**src/rtl/if_stage.sv**
```systemverilog
// -----------------------------------------------------------------------------
// if_stage
// Instruction-fetch stage of the five-stage MIPS pipeline. Owns the program
// counter, addresses a combinational-read instruction memory, and captures the
// returned word into the IF/ID pipeline register. Applies hazard-unit stalls
// and flushes, plus branch/jump redirects resolved in ID.
//
// Ports:
//   clk              rising-edge clock
//   reset            synchronous, active-high
//   stall            hold PC and IF/ID contents
//   flush            squash IF/ID to a bubble on the next edge
//   branch_taken     ID resolved a taken branch
//   branch_target    byte address of the branch destination
//   jump             ID decoded J/JAL
//   jump_index       instr[25:0] of the jump sitting in ID
//   imem_read_data   instruction word for imem_address (same cycle)
//   imem_address     current PC (direct register output)
//   if_id_instr      registered instruction for ID
//   if_id_pc_plus4   registered PC+4 of that instruction
//   if_id_valid      1 = if_id_instr is a real fetched instruction
//   misaligned_fault sticky: an accepted branch target had nonzero bits [1:0]
// -----------------------------------------------------------------------------
module if_stage #(
  parameter logic [31:0] RESET_PC  = 32'h0000_0000,
  parameter logic [31:0] NOP_INSTR = 32'h0000_0000
) (
  input  logic        clk,
  input  logic        reset,
  input  logic        stall,
  input  logic        flush,
  input  logic        branch_taken,
  input  logic [31:0] branch_target,
  input  logic        jump,
  input  logic [25:0] jump_index,
  input  logic [31:0] imem_read_data,
  output logic [31:0] imem_address,
  output logic [31:0] if_id_instr,
  output logic [31:0] if_id_pc_plus4,
  output logic        if_id_valid,
  output logic        misaligned_fault
);

  logic [31:0] pc;
  logic [31:0] pc_plus4;
  logic [31:0] jump_target;
  logic [31:0] branch_aligned;
  logic        redirect;
  logic        branch_sel;

  // Wraps modulo 2^32 naturally.
  assign pc_plus4 = pc + 32'd4;

  // The jump sits in ID, so its region bits come from the IF/ID copy of PC+4.
  assign jump_target    = {if_id_pc_plus4[31:28], jump_index, 2'b00};
  assign branch_aligned = {branch_target[31:2], 2'b00};

  // A stall suppresses redirects entirely; ID will present them again.
  assign redirect   = !stall && (jump || branch_taken);
  // Branch only steers the PC when no jump competes with it.
  assign branch_sel = !stall && !jump && branch_taken;

  assign imem_address = pc;

  always_ff @(posedge clk) begin
    if (reset) begin
      pc <= RESET_PC;
    end else if (stall) begin
      pc <= pc;
    end else if (jump) begin
      pc <= jump_target;
    end else if (branch_taken) begin
      pc <= branch_aligned;
    end else begin
      pc <= pc_plus4;
    end
  end

  // The wrong-path word fetched in a redirect cycle is always discarded,
  // so an accepted redirect squashes IF/ID exactly like a flush.
  always_ff @(posedge clk) begin
    if (reset) begin
      if_id_instr    <= NOP_INSTR;
      if_id_pc_plus4 <= 32'd0;
      if_id_valid    <= 1'b0;
    end else if (flush || redirect) begin
      if_id_instr    <= NOP_INSTR;
      if_id_pc_plus4 <= 32'd0;
      if_id_valid    <= 1'b0;
    end else if (stall) begin
      if_id_instr    <= if_id_instr;
      if_id_pc_plus4 <= if_id_pc_plus4;
      if_id_valid    <= if_id_valid;
    end else begin
      if_id_instr    <= imem_read_data;
      if_id_pc_plus4 <= pc_plus4;
      if_id_valid    <= 1'b1;
    end
  end

  // Sticky until reset; jump targets are aligned by construction.
  always_ff @(posedge clk) begin
    if (reset) begin
      misaligned_fault <= 1'b0;
    end else if (branch_sel && (branch_target[1:0] != 2'b00)) begin
      misaligned_fault <= 1'b1;
    end
  end

endmodule

```
**config.mk**
```make
export PLATFORM = sky130hd
export DESIGN_NAME = if_stage
export DESIGN_NICKNAME = d
export VERILOG_FILES = /design/src/rtl/if_stage.sv
export SDC_FILE = /design/constraint.sdc
export NUM_CORES = 1
export LEC_CHECK = 0
export ABC_AREA = 1
export CAP_MARGIN = 40
export CORE_ASPECT_RATIO = 1.75
export CORE_MARGIN = 5
export CORE_UTILIZATION = 38
export CTS_CLUSTER_DIAMETER = 200
export CTS_CLUSTER_SIZE = 8
export DETAILED_ROUTE_END_ITERATION = 16
export GPL_ROUTABILITY_DRIVEN = 1
export PLACE_DENSITY = 0.77
export SKIP_LAST_GASP = 1
export SYNTH_ARGS = -nofsm -noshare
export SYNTH_HDL_FRONTEND = slang
export SYNTH_SLANG_ARGS = --single-unit
```
**constraint.sdc**
```tcl
create_clock -name clk -period 1.8 [get_ports clk]
set_input_delay 0.36 -clock clk [delete_from_list [all_inputs] [get_ports clk]]
set_output_delay 0.36 -clock clk [all_outputs]
set_load 0.01 [all_outputs]
```
==> metrics.csv <==
metric,value,unit
status,"complete, no violations",
# rows,54,
routed vias/inst,4.913,
PnR worst setup slack,0.03366,ns
HP Class,in -> reg,
DRT iter0 DRCs,309,
CP max stage cell,clkdlybuf4s50_1,
VDD IR max,0.0005320,V
Syn Std Cell Area,0.004840,mm²
Synth async-reset ratio,0,
Crit. End Element,output pin,
placer congestion estimate,0.8535,
Critical Path RT,1.44,ns
"worst slack, placed",0.01297,ns
arrival time at the worst endpoint,1.41,ns
routed vias,5380,
DRT Wirelength,16.54,mm
Initial DRT Pass Iterations,7,
sequential area share after synthesis,0.3888,
Clock Latency Late Sink,0.35,ns
total of fill cells in the finished design,1246,
clk root buf,clkbuf_16,
Hold Fails Final Rpt,0,
total track usage,0.2203,
Syn Area/Cell,6.531,µm²
final instance area,0.007263,mm²
Max-Cap Viols,0,
H-Tree Depth,3,
synth top area cells,"dfxtp_1 (39%), nand2_1 (13%), nand3_1 (8.3%), nor2_1 (7.9%), a21oi_1 (6.7%)",
Final #Nets,1019,
Hold Slack,0.3749,ns
Max Slew Vio Count,0,
Critical Path Start Type,flop,
port buffer count,189,
cell count after synthesis,741,
Tot Pwr,5.094,mW
setup_tns,0,ns
Die Wd,95.31,µm
Congestion Overflow GR,0,
Core Region,0.01250,mm²
Final Core Density,0.5811,
Synth top cells by count,"nand2_1 (168), nor2_1 (102), dfxtp_1 (94)",
Num CTS Buffers,9,
Synth Flop Type,dfxtp_1,
Wirelength per Cell,15.10,µm
DRC Markers,0,
final setup vio count,0,
CTS tree,built,
Initial Util,0.3872,
# hold bufs at CTS,0,
synth warn,0,
Yosys cell types,26,
largest net degree at the start of global routing,53,
clock net sink count,94,
placed instance area,0.006958,mm²
Die Y-Extent,159.3,µm
pwr dens,701.4,mW/mm²
initial antenna violation count,0,
flop2flop setup slack,0.16,ns
worst-path fanout max,3,
number of global-route vias before repair,5279,
share of the synthesized area in the top cell type,0.3888,
Area growth syn-to-layout,50.08,%
ratio of cells with drive above 1 in the final layout,0.06365,
crit path cell chain,"buf_4, clkdlybuf4s50_1",
io pins,194,
Post-Place Cells,1079,
DP Wirelength,12.67,mm
RSZ-0062 raised after global routing,no,
clock buffer depth,2,
Pleak,2.896,nW
"FF+latch count, synth",94,
most frequent cell after synthesis,nand2_1,
Tmin final,1.766,ns
final period utilization,0.9813,
Crit Path Category,reg -> out,
first-pass GRT wire length,25.99,mm
Worst path max stage delay,0.53,ns
skew final,0.005864,ns
clk slew on worst S/H paths,0.07,ns
post-route ant nets,0,
Post-synth EDFFs,0,
Antenna Cells,0,
fmax,566.1,MHz
top cell type by total area after synthesis,dfxtp_1,
Final Non-Filler Cells,1095,
Die Area,0.01518,mm²
timing repair:
item | in CTS | in global routing
cloned | 0 | 0
setup buffers | 0 | 0
endpoints found under the setup margin | 1 | 7
gates resized for setup | 1 | 2
metal layers:
layer | vias up | GRT usage | wire length (µm)
met1 | 2402 | 0.2186 | 5678
li1 | 2732 | - | -
met5 | - | 0 | 0
met2 | 201 | 0.4064 | 8840
met4 | 0 | 0.09001 | 637
met3 | 45 | 0.07092 | 1379
registers in the layout, summed over array words and instances (netlist names):
name              count
misaligned_fault      1
if_id_pc_plus4       30
imem_address         30
if_id_valid           1
if_id_instr          32
worst max-delay path: cells and delay by family, from the launching register on:
family	cells	cell delay, ns
buffers and inverters	2	0.68
flip-flops	1	0.37
final timing paths:
kind                    start                to  depth (start not counted)
min reg2reg   if_id_instr[18]   if_id_instr[18]                          2
max          imem_address[12]  imem_address[12]                          2
max reg2reg   imem_address[2]  imem_address[20]                         10
min                     stall    if_id_instr[9]                          3
kinds of logic (layout without fill, tap and decap cells):
family | after synthesis | after routing | share of synthesized area
XOR/XNOR | 9 | 9 | 0.01629
adder cells (fa/ha/maj) | 1 | 1 | 0.002585
other | 1 | 4 | 0.0007749
flip-flops | 94 | 94 | 0.3888
AND/OR/NAND/NOR | 371 | 371 | 0.3260
AO/OA/AOI/OAI | 137 | 137 | 0.1582
buffers and inverters | 128 | 311 | 0.1073
power by group:
group	switching, mW	total (mW)	internal, mW
combinational	0.428	0.901	0.473
clock	0.864	1.95	1.09
sequential	0.0804	2.24	2.16
final cells by class:
type / instances / area, µm² / area share
Sequential cell: 94 / 1884 / 0.2594
Tap cell: 168 / 210.2 / 0.02894
Timing Repair Buffer: 210 / 2097 / 0.2887
Clock buffer: 10 / 229.0 / 0.03152
Inverter: 85 / 321.6 / 0.04427
Multi-Input combinational cell: 522 / 2450 / 0.3373
Clock inverter: 6 / 71.32 / 0.009819
cells in the final DEF, fill, tap and decap left out, types with 3 or more instances in the layout:
master / instances
nor2_4: 6
clkdlybuf4s50_1: 187
nand3_1: 80
nor2_2: 3
dfxtp_1: 92
nand2_1: 168
inv_2: 3
buf_4: 17
nand2_2: 6
o21ai_0: 38
clkbuf_16: 9
inv_1: 81
nor2_1: 102
a21oi_1: 65
buf_12: 4
xor2_1: 8
o211ai_1: 31
conb_1: 4
Note: power is estimated with default switching activity, not from simulation.
==> edit: new RTL, same settings <==
Register the input `branch_target` before use, without a reset. The logic sees it one clock later. The other inputs are not delayed to match.
--- a/src/rtl/if_stage.sv
+++ b/src/rtl/if_stage.sv
@@ -42,4 +42,10 @@
 );
 
+  logic [31:0] branch_target_q;
+
+  always_ff @(posedge clk) begin
+    branch_target_q <= branch_target;
+  end
+
   logic [31:0] pc;
   logic [31:0] pc_plus4;
@@ -54,5 +60,5 @@
   // The jump sits in ID, so its region bits come from the IF/ID copy of PC+4.
   assign jump_target    = {if_id_pc_plus4[31:28], jump_index, 2'b00};
-  assign branch_aligned = {branch_target[31:2], 2'b00};
+  assign branch_aligned = {branch_target_q[31:2], 2'b00};
 
   // A stall suppresses redirects entirely; ID will present them again.
@@ -103,5 +109,5 @@
     if (reset) begin
       misaligned_fault <= 1'b0;
-    end else if (branch_sel && (branch_target[1:0] != 2'b00)) begin
+    end else if (branch_sel && (branch_target_q[1:0] != 2'b00)) begin
       misaligned_fault <= 1'b1;
     end
Behaviour: not the same (Yosys sat finds a counterexample within 4 cycles, from zero or initial values and one cycle with reset high).
==> edit against the original RTL <==
Combinational power up 5.9%; register-to-register slack worse by 0.03 ns; synthesized area up 16%; largest cell class unchanged; design area up 16%; critical endpoint is now imem_address[8]; worst setup slack better by 0.012 ns; routed wire length up 15%; total power up 42%; sequential share of layout area up 4.1 points; non-clock buffer count up 8; sequential cell count up 32.
==> edit: results (changes against the original RTL) <==
critical path fanouts, max=4 (+1); PD cells=859 mW/mm^2 (+22%); TritonCTS Buffers=17 (+8); Seq power=3010 uW (+34%); register area share after synthesis=0.451 (+0.0618); worst vdd ir=0.628 mV (+18%); Sw Ratio=0.265 (-0.00482); first-pass GRT wire length=29700 microns (+14%); ClkCell Share=0.0663 (+0.0250); status=finished clean; Non-clock buffers, area share=0.265 (-0.0241); Post-Synth Adder-Cell Area=0.00224 (-0.000350); vias in the first global route=5986 (+13%); clock buf count=18 (+8); sequential portion of the cell area=0.300 (+0.0407); DIE AREA=0.0174 sq mm (+14%); Setup Skew=0.00840 ns (+0.00254 ns); Cell variety after synth=30 (+15%); GPL Wtd Cong=0.942 (+10%); Vias=5844 (+8.6%); Compound-Gate Fraction of Synth Area=0.137 (-0.0208); worst skew pair latency=0.41 ns (+0.06 ns); Iter 0 DRT Violations=342 (+11%); Synth Area in XOR/XNOR=0.0141 (-0.00221); highest cell delay on the worst timing path=0.61 ns (+0.08 ns); Post-DP HPWL=14300 microns (+13%); Multi-In Gates=525 (+0.57%); non-clock buffer count=218 (+3.8%); crit path DAT=1.39 ns (-0.02 ns); H-tree depth=4 (+1); Gate Count Post-Synth=776 (+4.7%); Post-synth top cells=nand2_1, dfxtp_1, nor2_1, inv_1, nand3_1; DP Area=0.00787 sq mm (+13%); flops & latches, synth=126 (+34%); area grow syn2layout=51.0%; Post-CTS Resized=11 (+10); ratio of cells with drive above 1 in the final layout=0.106 (+0.0428); clock share of power=0.454 (+0.071); number of well taps=180 (+7.1%); P_leak=0.00352 uW (+21%); area of the multi-input gates=0.00257 sq mm (+5.0%); worst slack, placed=-0.0228 ns (-0.0358 ns); Wirelength per Cell=16.3 microns (+7.6%)
-- edit: cell types whose count changed after synthesis, moves of 3 or more --
cell	before	now
nand3_1	80	77
nand3_2	0	4
buf_1	4	7
nor2_1	102	94
buf_2	13	16
nor2_4	6	9
nand2_1	168	171
o21ai_0	38	32
dfxtp_1	94	126
clkbuf_1	20	16
o21ai_1	1	5
-- edit: layer usage --
| layer | GRT usage | wire (microns) | vias to the layer above |
|---|---|---|---|
| met3 | 0.0698 | 1650 | 48 |
| met1 | 0.217 | 6400 | 2644 |
| met4 | 0.122 | 901 | 0 |
| met5 | 0 | 0 | - |
| li1 | - | - | 2891 |
| met2 | 0.403 | 10000 | 261 |
-- edit: final timing paths --
path | endpoint | from | slack, ns | depth (start not counted)
worst min-delay path | branch_target_q[1] | branch_target[1] | 0.38 | 1
worst max register to register | if_id_pc_plus4[23] | imem_address[9] | 0.13 | 9
worst min register to register | if_id_instr[6] | if_id_instr[6] | 0.46 | 2
worst max-delay path | imem_address[8] | imem_address[8] | 0.05 | 1
